[src/rtl/cpu_datapath.sv]
// Register-and-bus datapath for the 8-bit accumulator CPU: PC/AR/DR/AC/IR, shared bus mux,
// accumulator ALU with carry flag, and the external memory address/data interface.
module cpu_datapath #(
    parameter int unsigned WIDTH = 8
) (
    input  logic             clk,
    input  logic             reset,
    input  logic             loadPC,
    input  logic             incPC,
    input  logic             clearPC,
    input  logic             loadAR,
    input  logic             incAR,
    input  logic             clearAR,
    input  logic             loadDR,
    input  logic             incDR,
    input  logic             clearDR,
    input  logic             loadAC,
    input  logic             incAC,
    input  logic             clearAC,
    input  logic             loadIR,
    input  logic             incIR,
    input  logic             clearIR,
    input  logic [2:0]       busSelectors,
    input  logic [2:0]       aluOpcode,
    input  logic             read,
    input  logic             write,
    input  logic [WIDTH-1:0] mem_rdata,
    output logic [WIDTH-1:0] mem_addr,
    output logic [WIDTH-1:0] mem_wdata,
    output logic             mem_we,
    output logic [WIDTH-1:0] IR,
    output logic [WIDTH-1:0] bus,
    output logic             carry,
    output logic             zero
);

    typedef enum logic [2:0] {
        OpAdd   = 3'd0,
        OpAshl  = 3'd1,
        OpXnor  = 3'd2,
        OpDiv2  = 3'd3,
        OpLoad  = 3'd4,
        OpStore = 3'd5,
        OpComp  = 3'd6,
        OpRound = 3'd7
    } alu_op_e;

    logic [WIDTH-1:0] pc_q, ar_q, dr_q, ac_q, ir_q;
    logic [WIDTH-1:0] pc_d, ar_d, dr_d, ac_d, ir_d;
    logic             carry_q, carry_d;
    logic [WIDTH-1:0] alu_r;
    logic             alu_c;
    logic             alu_c_we;
    logic [WIDTH:0]   sum;

    // read carries no state; the bus source is chosen by busSelectors alone
    logic unused_read;
    assign unused_read = read;

    always_comb begin
        bus = '0;
        unique case (busSelectors)
            3'd1:    bus = ar_q;
            3'd2:    bus = pc_q;
            3'd3:    bus = dr_q;
            3'd4:    bus = ac_q;
            3'd5:    bus = ir_q;
            3'd7:    bus = mem_rdata;
            default: bus = '0;
        endcase
    end

    always_comb begin
        alu_r    = '0;
        alu_c    = carry_q;
        alu_c_we = 1'b0;
        sum      = '0;
        unique case (alu_op_e'(aluOpcode))
            OpAdd: begin
                sum      = {1'b0, ac_q} + {1'b0, dr_q};
                alu_r    = sum[WIDTH-1:0];
                alu_c    = sum[WIDTH];
                alu_c_we = 1'b1;
            end
            OpAshl: begin
                alu_r    = {dr_q[WIDTH-2:0], 1'b0};
                alu_c    = dr_q[WIDTH-1];
                alu_c_we = 1'b1;
            end
            OpXnor:  alu_r = ~(ac_q ^ dr_q);
            OpDiv2: begin
                alu_r    = {dr_q[WIDTH-1], dr_q[WIDTH-1:1]};
                alu_c    = dr_q[0];
                alu_c_we = 1'b1;
            end
            OpLoad:  alu_r = dr_q;
            OpStore: alu_r = ac_q;
            OpComp:  alu_r = ~dr_q + WIDTH'(1);
            OpRound: begin
                sum      = {1'b0, ac_q} + {{WIDTH{1'b0}}, dr_q[WIDTH-1]};
                alu_r    = sum[WIDTH-1:0];
                alu_c    = sum[WIDTH];
                alu_c_we = 1'b1;
            end
            default: alu_r = '0;
        endcase
    end

    // clear beats load beats increment
    function automatic logic [WIDTH-1:0] next_reg(input logic clr, input logic ld,
                                                  input logic inc, input logic [WIDTH-1:0] q,
                                                  input logic [WIDTH-1:0] d);
        if (clr)      return '0;
        else if (ld)  return d;
        else if (inc) return q + WIDTH'(1);
        else          return q;
    endfunction

    always_comb begin
        pc_d    = next_reg(clearPC, loadPC, incPC, pc_q, bus);
        ar_d    = next_reg(clearAR, loadAR, incAR, ar_q, bus);
        dr_d    = next_reg(clearDR, loadDR, incDR, dr_q, bus);
        ac_d    = next_reg(clearAC, loadAC, incAC, ac_q, alu_r);
        ir_d    = next_reg(clearIR, loadIR, incIR, ir_q, bus);
        carry_d = (loadAC && alu_c_we) ? alu_c : carry_q;
    end

    always_ff @(posedge clk) begin
        if (reset) begin
            pc_q    <= '0;
            ar_q    <= '0;
            dr_q    <= '0;
            ac_q    <= '0;
            ir_q    <= '0;
            carry_q <= 1'b0;
        end else begin
            pc_q    <= pc_d;
            ar_q    <= ar_d;
            dr_q    <= dr_d;
            ac_q    <= ac_d;
            ir_q    <= ir_d;
            carry_q <= carry_d;
        end
    end

    assign mem_addr  = ar_q;
    assign mem_wdata = ac_q;
    assign mem_we    = write;
    assign IR        = ir_q;
    assign carry     = carry_q;
    assign zero      = (ac_q == '0);

endmodule

[config.mk]
export PLATFORM = sky130hd
export DESIGN_NAME = cpu_datapath
export DESIGN_NICKNAME = d
export VERILOG_FILES = /design/src/rtl/cpu_datapath.sv
export SDC_FILE = /design/constraint.sdc
export NUM_CORES = 1
export LEC_CHECK = 0
export CORE_MARGIN = 2
export CORE_UTILIZATION = 49
export DETAILED_ROUTE_END_ITERATION = 8
export PLACE_DENSITY = 0.78
export SLEW_MARGIN = 30
export SYNTH_ARGS = -nofsm -noshare
export SYNTH_HDL_FRONTEND = slang
export SYNTH_SLANG_ARGS = --single-unit
export TNS_END_PERCENT = 10
[constraint.sdc]
create_clock -name clk -period 2.06 [get_ports clk]
set_clock_uncertainty 0.05 [all_clocks]
set_input_delay 0.206 -clock clk [delete_from_list [all_inputs] [get_ports clk]]
set_output_delay 0.206 -clock clk [all_outputs]
set_load 0.01 [all_outputs]
== Word-level counts from Yosys, hierarchy flattened ==
Cells that the tools add are included.

* Register bits after elaboration: 41
* Bits of input ports: 33
* Output and inout bits: 35
* Word-level logic and storage cells: 62

* Add/subtract/negate cells: 8
* Equality and inequality tests: 14
* Mux-type cells: 14
* Bitwise logic cells: 3
* Reductions and logical operators: 17

{| class="wikitable"
|+ Operators with widths
! cell !! number
|-
| $mux 8 || 10
|-
| $pmux 8 s7 || 1
|-
| $add 8x1->8 const B || 6
|-
| $pmux 8 s6 || 1
|-
| $eq 3x3->1 const B || 7
|-
| $not 8->8 || 2
|-
| $eq 3x2->1 const B || 4
|-
| $reduce_bool 2->1 || 5
|-
| $reduce_or 2->1 || 5
|-
| $add 8x1->9 || 1
|-
| $add 8x8->9 || 1
|-
| $logic_not 8->1 || 1
|-
| $xor 8x8->8 || 1
|-
| $eq 3x1->1 const B || 2
|-
| $pmux 1 s4 || 1
|-
| $reduce_and 2->1 || 2
|-
| $reduce_bool 4->1 || 1
|-
| $reduce_or 4->1 || 1
|-
| $logic_not 3->1 || 1
|-
| $ne 2x2->1 const B || 1
|-
| $logic_and 1x1->1 || 1
|-
| $mux 1 || 1
|}

== Logic depth before layout (Yosys ltp) ==
* Depth after elaboration: 5
* Gate-level depth with buffers: 8
* Gate-level depth less buffers: 7

== Worst setup path after synthesis ==
Ideal clock, no wire load.

* Kind: reg-to-reg
* Start: reg ac_q[0] (netlist: mem_wdata[0])
* End: reg ac_q[6] (netlist: mem_wdata[6])
* Library setup time: 0.139 ns
* Arrival time: 1.972 ns
* Required time: 1.871 ns
* Slack: -0.101 ns
* Stages on the path, launching flop included: 8
* Buffers on the path: 0
* Clock period less this slack: 2.161 ns
* Path through: dfxtp_1 > ha_1 > fa_1 > a211oi_1 > o21bai_1 > or3_1 > a21oi_1 > a2111oi_2

* Longest elaborated chain between the ends: 3
* Elaborated cells on any way between the ends: 6
* Classes of those cells: add/sub: 3; mux: 3

{| class="wikitable"
|+ RTL lines
! what !! RTL line !! source
|-
| from (decl) || 48 || <nowiki>logic [WIDTH-1:0] pc_q, ar_q, dr_q, ac_q, ir_q;</nowiki>
|-
| from (signal assigned) || 133 || <nowiki>ac_q <= '0;</nowiki>
|-
| from (signal assigned) || 140 || <nowiki>ac_q <= ac_d;</nowiki>
|-
| $add 8x1->9 (tied with other cells) || 100 || <nowiki>sum = {1'b0, ac_q} + {{WIDTH{1'b0}}, dr_q[WIDTH-1]};</nowiki>
|-
| $pmux 8 s7 or $mux 8 (tied branches) || 78, 115 ||
|-
| $mux 8 * || 114 || <nowiki>else if (ld) return d;</nowiki>
|}

Mark *: on every way between the ends. The rest lies on a longest branch, timed or not. The select of a mux whose other input is x is not followed.
A chain may end at the register's enable or synchronous reset.

== Final worst setup path ==
Same ends and word-level chain as after synthesis.

==> run metrics <==
antenna cells=0; Design Area, Final=0.00516 sq mm; hold path start=write; PD cells=431 mW/mm^2; Area growth syn-to-layout=33.3%; H-tree levels=2; pre-CTS setup slack=-0.339 ns; Fillers=668; sequential power share=0.392; XOR/XNOR share of the synthesized area=0.102; Ys Warns=0; Max VDD drop=0.325 mV; total of max-cap violations=0; post-synthesis compound-gate area fraction=0.254; initial antenna violation count=0; CTS max path bufs=2; Die H=92.9 um; Leakage=2.06 nW; largest family of logic cells by synthesized area=compound AO/OA/AOI/OAI gates; Final GP Congestion=0.991; fin worst setup slack=-0.0694 ns; DR WL/cell=19.8 um; Total GRT Usage=0.312; Yosys cell types=70; simple-gate share of the synthesized area=0.235; internal power=1.46 mW; startpoint class of the critical path=flip-flop; Initial Util=0.503; most frequent cells in the layout=buf_4 (63), nor2_1 (60), clkdlybuf4s50_1 (53), dfxtp_1 (40), a211oi_1 (37); Post-synth EDFFs=0; Slew Limit Fails=0; via count=4179; CP top delay family=compound AO/OA/AOI/OAI gates; Remaining DRCs=0; total power=2.22 mW; final WL=13600 um; hold crit path type=in2out; Rows=32; Crit path buffers/inverters=0; ANT nets after route=0; vias per cell=6.08; launch point of the critical path=mem_wdata[0]; Clk Latency, worst-skew pair=0.31 ns; Sw Share=0.342; Crit Reg-Reg Endpoint=mem_wdata[6]; Die ar.=0.00862 sq mm; ys async rst share=0; IO Pins=68; Starting DRT DRC Count=266; Syn Area/Cell=7.99 sq um; Setup TNS=-0.0695 ns; clock share of power=0.266; Post-Synthesis Cells=484; total CTS buffers=5; net switching power figure=0.760 mW; Worst-Margin Slew=0.531 ns; post-synthesis cell area=0.00387 sq mm; clock root buffer=clkbuf_8; CP max stage cell=fa_2; dpl hpwl=10500 um; Hold Fails Final Rpt=0; Die Width=92.9 um; clk sinks=41; GRT overflow=0; fmax=470 MHz; fin crit share=1.03; syn nets=535; nets@finish=635; WP depth=7; Slew headroom=0.645; Worst-path clk slew=0.09 ns; Post-DP Area=0.00493 sq mm; Worst Path Required=2.20 ns; status=finished with violations; unrepaired setup endpoints after global routing=true; mux contribution to synthesized area=0.0517; WHS Path Cells=0; Adder-Cell Fraction of Synth Area=0.0602; first-pass GRT wire length=20900 um; Pre-antenna DRT Iters=5; critical path's largest stage delay=0.41 ns; Worst Path Class, Setup=reg2reg; Core ar.=0.00769 sq mm; Critical Path Sink Type=flip-flop; share of cells above drive strength 1=0.227; post-layout utilization of the core=0.671; most common cell after layout, fill and taps aside=buf_4; Seq/Total Area, Yosys=0.212; register bit count reported by yosys=41; FF-to-FF Start=mem_wdata[0]; post-route minimum period=2.13 ns; combinational share of power=0.342; violated checks=setup timing; endpoints failing setup=2; flop-to-flop setup slack=-0.07 ns; vias in the first global route=3971; maximum number of pins on one net before global-route repair=22; Worst Setup EP=mem_wdata[6]; critical-path cell list=ha_4 -> fa_2 -> a211oi_2 -> o21bai_2 -> or3_4 -> a21oi_4 -> a2111oi_4; CP arrival=2.27 ns; Crit Path Max Fanout=3; Port Buffers=64; top_reg_cell synth=dfxtp_1; CTS tree=yes; Worst R2R Path Depth=7
## metrics by stage
step	hold slack, ns	std cells
floorplan	0.328	484
global placement	0.362	679
detailed placement	0.362	679
CTS	0.362	687
global route	0.362	687
finish	0.362	687
## per-layer routing
layer / track usage / up-vias / routed length (um)
li1: - / 1984 / -
met1: 0.372 / 1953 / 5480
met2: 0.545 / 201 / 6700
met3: 0.0513 / 41 / 854
met4: 0.143 / 0 / 544
met5: 0 / - / 0
## power groups by stage
stage               clock network, mW  logic, mW  registers (mW)
floorplan                           0      0.401           0.887
global placement                    0      0.722           0.884
detailed placement                  0      0.732           0.885
CTS                             0.595      0.734           0.867
global route                    0.623      0.812           0.874
finish                          0.592      0.761           0.871
## worst min-delay path by stage
stage                  end
detailed placement  mem_we
global route        mem_we
floorplan            carry
global placement    mem_we
finish              mem_we
CTS                 mem_we
## cells by family after synthesis
logic type	count (synthesis)
XOR/XNOR	44
AND/OR/NAND/NOR	176
adder cells (fa/ha/maj)	18
multiplexers	13
AO/OA/AOI/OAI	132
buffers and inverters	60
flip-flops	41
## synth_stat cells, types with 13 or more instances
| library cell | n | area share |
|---|---|---|
| o21ai_0 | 13 | 0.017 |
| a21oi_1 | 20 | 0.026 |
| ha_1 | 17 | 0.055 |
| xnor2_1 | 24 | 0.054 |
| inv_1 | 19 | 0.018 |
| nand4_1 | 17 | 0.027 |
| nand2_1 | 30 | 0.029 |
| dfxtp_1 | 41 | 0.21 |
| a211oi_1 | 38 | 0.074 |
| nor2_1 | 61 | 0.059 |
| xor2_1 | 19 | 0.043 |
| nand3_1 | 17 | 0.022 |
## repair_timing
action / CTS / global route
buffers inserted: 0 / 1
resized for setup: 23 / 20
setup endpoints to repair: 13 / 12
hold buffers: 0 / 0
pin swaps: 8 / 10
## sequential cells by signal, indices dropped and copies added, names as in the netlist
name       flops
IR             8
dr_q           8
mem_addr       8
mem_wdata      8
pc_q           8
carry          1
## layout make-up
cell class	instances	area [sq um]	share of cell area
Multi-Input combinational cell	383	2850	0.552
Timing Repair Buffer	134	1200	0.232
Sequential cell	41	822	0.159
Tap cell	102	128	0.0247
Clock buffer	6	82.6	0.0160
Inverter	19	71.3	0.0138
Clock inverter	2	13.8	0.00267
Power figures use the tool's default switching activity.
==> variant 1: new RTL, same flow settings <==
`WIDTH`: 8 -> 10.
--- a/src/rtl/cpu_datapath.sv
+++ b/src/rtl/cpu_datapath.sv
@@ -1,7 +1,7 @@
 // Register-and-bus datapath for the 8-bit accumulator CPU: PC/AR/DR/AC/IR, shared bus mux,
 // accumulator ALU with carry flag, and the external memory address/data interface.
 module cpu_datapath #(
-    parameter int unsigned WIDTH = 8
+    parameter int unsigned WIDTH = 10
 ) (
     input  logic             clk,
     input  logic             reset,
Interface: changed (5 resized); port bits go from 68 to 78. The function was not compared with the original's and may differ.
==> variant 1 against the unedited design <==
- register-to-register slack better by 0.09 ns
- sequential cell count up 10
- combinational power is 15% higher
- setup slack better by 0.016 ns
- routed wire length up 22%
- power grew 18%
- area after synthesis rose by 19%
- non-clock buffer count up 34
- the run still ends with setup timing left
- cell area up 20%
- sequential share of layout area is 0.97 points higher
- die area increased by 18%
==> variant 1: results <==
{
  "synth_area_leaders": "dfxtp_1 22%, xnor2_1 8.6%, a211oi_1 7.7%",
  "use_met1_pct": 40.2,
  "port_buffers": 74,
  "n_fill_cell": 803,
  "place.gp.congestion": 0.937,
  "internal_power_mw": 1.70,
  "vias_per_cell": 6.25,
  "globalRouteMet3Util_pct": 4.92,
  "synth_fa_ha_area_share_pct": 5.62,
  "grt_pass1_wl_um": 26100,
  "synth_cell_types": 67,
  "wl_met1_um": 6540,
  "wl_per_cell_um": 19.8,
  "wl_met3_um": 1310,
  "dp_hpwl_um": 12700,
  "synth_compound_area_share_pct": 24.7,
  "grt.total_usage_pct": 32.8,
  "finalSetupViolCount": 1,
  "status": "finished, violations left",
  "peakVddDrop_mv": 0.287,
  "setup_slack_ns": -0.0533,
  "layout-drive-gt1-share_pct": 21.5,
  "nets": 778,
  "use_met2_pct": 54.9,
  "post-cts-setup-buffers": 1,
  "ys_seq_area_share_pct": 22.3,
  "p_leak_nw": 2.46,
  "violations": "setup timing",
  "clock_latency_ns": 0.33,
  "clk-power_uw": 660,
  "cts-resized-gates": 45,
  "grt_pass1_vias": 5049,
  "synth_common_cells": "67 x nor2_1, 51 x dfxtp_1, 47 x a211oi_1",
  "cts.clk_slew.worst_paths_ns": 0.11,
  "tightestPinTransition_ns": 0.676,
  "dr_wl_met2_um": 7800,
  "p_comb_uw": 877
}
-- variant 1: changes by cell type in the layout (fill, tap and decap cells not counted), moves of 5 or more --
cell / unedited run / this run
nor2_1: 60 / 67
a211oi_1: 37 / 46
o211ai_1: 6 / 11
buf_4: 63 / 89
clkdlybuf4s50_1: 53 / 60
and3_1: 1 / 13
o21ai_0: 13 / 22
xnor2_1: 24 / 45
nand3_1: 16 / 25
dfxtp_2: 1 / 10
nand2_1: 29 / 35
nand2b_1: 2 / 9
inv_1: 19 / 24
o21ai_1: 0 / 5
-- variant 1: final cells by class --
type	count	area [um2]	share of cell area (%)
clock buffers	5	68.8	1.11
multi-input cells	473	3340	54.1
repair buffers	168	1470	23.8
inverters	24	90.1	1.46
well taps	111	139	2.25
clock inverters	3	23.8	0.385
flip-flops and latches	51	1040	16.9
-- variant 1: worst paths after layout --
kind	to	slack, ns	from	cells after the start
setup / recovery	bus[2]	-0.05	mem_wdata[2]	6
hold / removal	mem_we	0.36	write	0
setup reg to reg	mem_wdata[7]	0.02	mem_wdata[1]	10
hold reg to reg	carry	0.47	carry	2
-- variant 1: per-stage QoR --
step	total power, mW	TNS (ns)	hold slack [ns]	util, %	cells
2_1_floorplan	1.55	0	0.228	-	599
3_3_place_gp	1.92	-3.25	0.362	64.5	822
3_5_place_dp	1.94	-8.24	0.362	64.5	822
4_1_cts	2.58	-0.134	0.362	66.3	831
5_1_grt	2.73	-0.326	0.362	67.5	835
6_report	2.62	-0.0533	0.362	67.5	835
-- variant 1: worst max-delay path: stages (launching register included) --
cell and delay [ns]:
dfxtp_2 0.37, buf_4 0.16, mux2_2 0.29, a221o_1 0.31, nand2_1 0.08, inv_1 0.05, dlygate4sd2_1 0.27
==> variant 2: new RTL, same settings <==
Made on the original files. Register the input `loadDR` before use. The logic sees it one clock later. The other inputs are not delayed to match.
--- a/src/rtl/cpu_datapath.sv
+++ b/src/rtl/cpu_datapath.sv
@@ -44,6 +44,12 @@
         OpComp  = 3'd6,
         OpRound = 3'd7
     } alu_op_e;
+
+    logic loadDR_q;
+
+    always_ff @(posedge clk) begin
+        loadDR_q <= loadDR;
+    end
 
     logic [WIDTH-1:0] pc_q, ar_q, dr_q, ac_q, ir_q;
     logic [WIDTH-1:0] pc_d, ar_d, dr_d, ac_d, ir_d;
@@ -119,7 +125,7 @@
     always_comb begin
         pc_d    = next_reg(clearPC, loadPC, incPC, pc_q, bus);
         ar_d    = next_reg(clearAR, loadAR, incAR, ar_q, bus);
-        dr_d    = next_reg(clearDR, loadDR, incDR, dr_q, bus);
+        dr_d    = next_reg(clearDR, loadDR_q, incDR, dr_q, bus);
         ac_d    = next_reg(clearAC, loadAC, incAC, ac_q, alu_r);
         ir_d    = next_reg(clearIR, loadIR, incIR, ir_q, bus);
         carry_d = (loadAC && alu_c_we) ? alu_c : carry_q;
Behaviour: not the same (a bounded check fails within 4 cycles, from zero or initial values and one cycle with reset high).
==> variant 2 against the unedited design <==
- sequential cell count grew 1
- area after synthesis decreased by 2.2%
- setup slack better by 0.094 ns
- routed wire length fell by 1.9%
- cell area down 2.7%
- maximum frequency grew 4.6%
- critical path depth decreased by 2
- power fell by 0.73%
- via count shrank 0.48%
- hold slack lost 0.086 ns
- final cell count fell by 0.44%
==> variant 2: results <==
{
  "area.sequential_um2": 845,
  "ys_seq_area_share_pct": 22.2,
  "grt_pass1_wl_um": 20900,
  "tightestPinTransition_ns": 0.569,
  "critical-path-slowest-cell": "mux4_2",
  "p_comb_uw": 712,
  "wl_met1_um": 5820,
  "place.gp.congestion": 0.953,
  "synth_common_cells": "57 x nor2_1, 42 x dfxtp_1, 41 x a211oi_1",
  "dpl.cell_count": 675,
  "wl_um": 13300,
  "place_ws_ns": -0.297,
  "layout-drive-gt1-share_pct": 19.2,
  "sw_frac_of_total_pct": 34.7,
  "synth_cell_types": 61,
  "hold_depth": 1,
  "crit_arrival_ns": 1.78,
  "cpPeakStageDelay_ns": 0.50,
  "hp-class": "in -> reg",
  "wl_met3_um": 1220,
  "n_fill_cell": 657,
  "vias_per_cell": 6.08,
  "cts-resized-gates": 18,
  "dp_hpwl_um": 10300,
  "crit_family": "multiplexers",
  "drtIter0Drc": 330,
  "vias": 4159,
  "cts_max_path_buffers": 2,
  "use_met2_pct": 48.4,
  "grt.total_usage_pct": 31.3,
  "synth_area_leaders": "dfxtp_1 22%, a211oi_1 8.1%, nor2_1 5.7%",
  "status": "completed",
  "nets": 632,
  "peakVddDrop_mv": 0.279,
  "globalRouteMet3Util_pct": 5.83,
  "grt_pass1_vias": 3939,
  "finalPower_mw": 2.21,
  "cts_buffers": 5,
  "p_leak_nw": 2.06,
  "syn_avg_cell_area_um2": 7.84,
  "use_met1_pct": 44.2,
  "crit_fanout": 7,
  "diodes": 0,
  "dr_wl_met2_um": 5890,
  "first_pass_iters": 7,
  "clk-power_uw": 597,
  "synth_nets": 534
}
-- variant 2: cell types whose count changed after synthesis, moves of 4 or more --
cell	delta
buf_2	+4
nor3_1	+4
a21oi_1	-6
buf_6	-5
and3_1	+4
nor2_1	-4
o21ai_0	+10
-- variant 2: area by class of cell --
cell class	count	area share [%]
clock inverters	3	0.573
inverters	18	1.35
repair buffers	129	23.0
clock buffers	5	1.37
multi-input cells	385	54.3
well taps	102	2.54
flip-flops and latches	42	16.8
-- variant 2: logic make-up (layout without fill, tap and decap cells) --
family          count (synthesis)  in the layout  share of synthesized area (%)
simple gates                  172            172                           23.0
mux                            10             10                           4.30
flops                          42             42                           22.2
fa+ha+maj                      18             18                           6.15
compound gates                141            141                           27.2
xor+xnor                       44             44                           10.2
buf+inv                        56            155                           6.94
-- variant 2: worst paths after layout --
kind / slack, ns / start / end
max reg2reg: 0.07 / mem_wdata[0] / mem_wdata[6]
min reg2reg: 0.44 / carry / carry
max: 0.02 / dr_q[0] / bus[0]
min: 0.28 / loadDR / loadDR_q
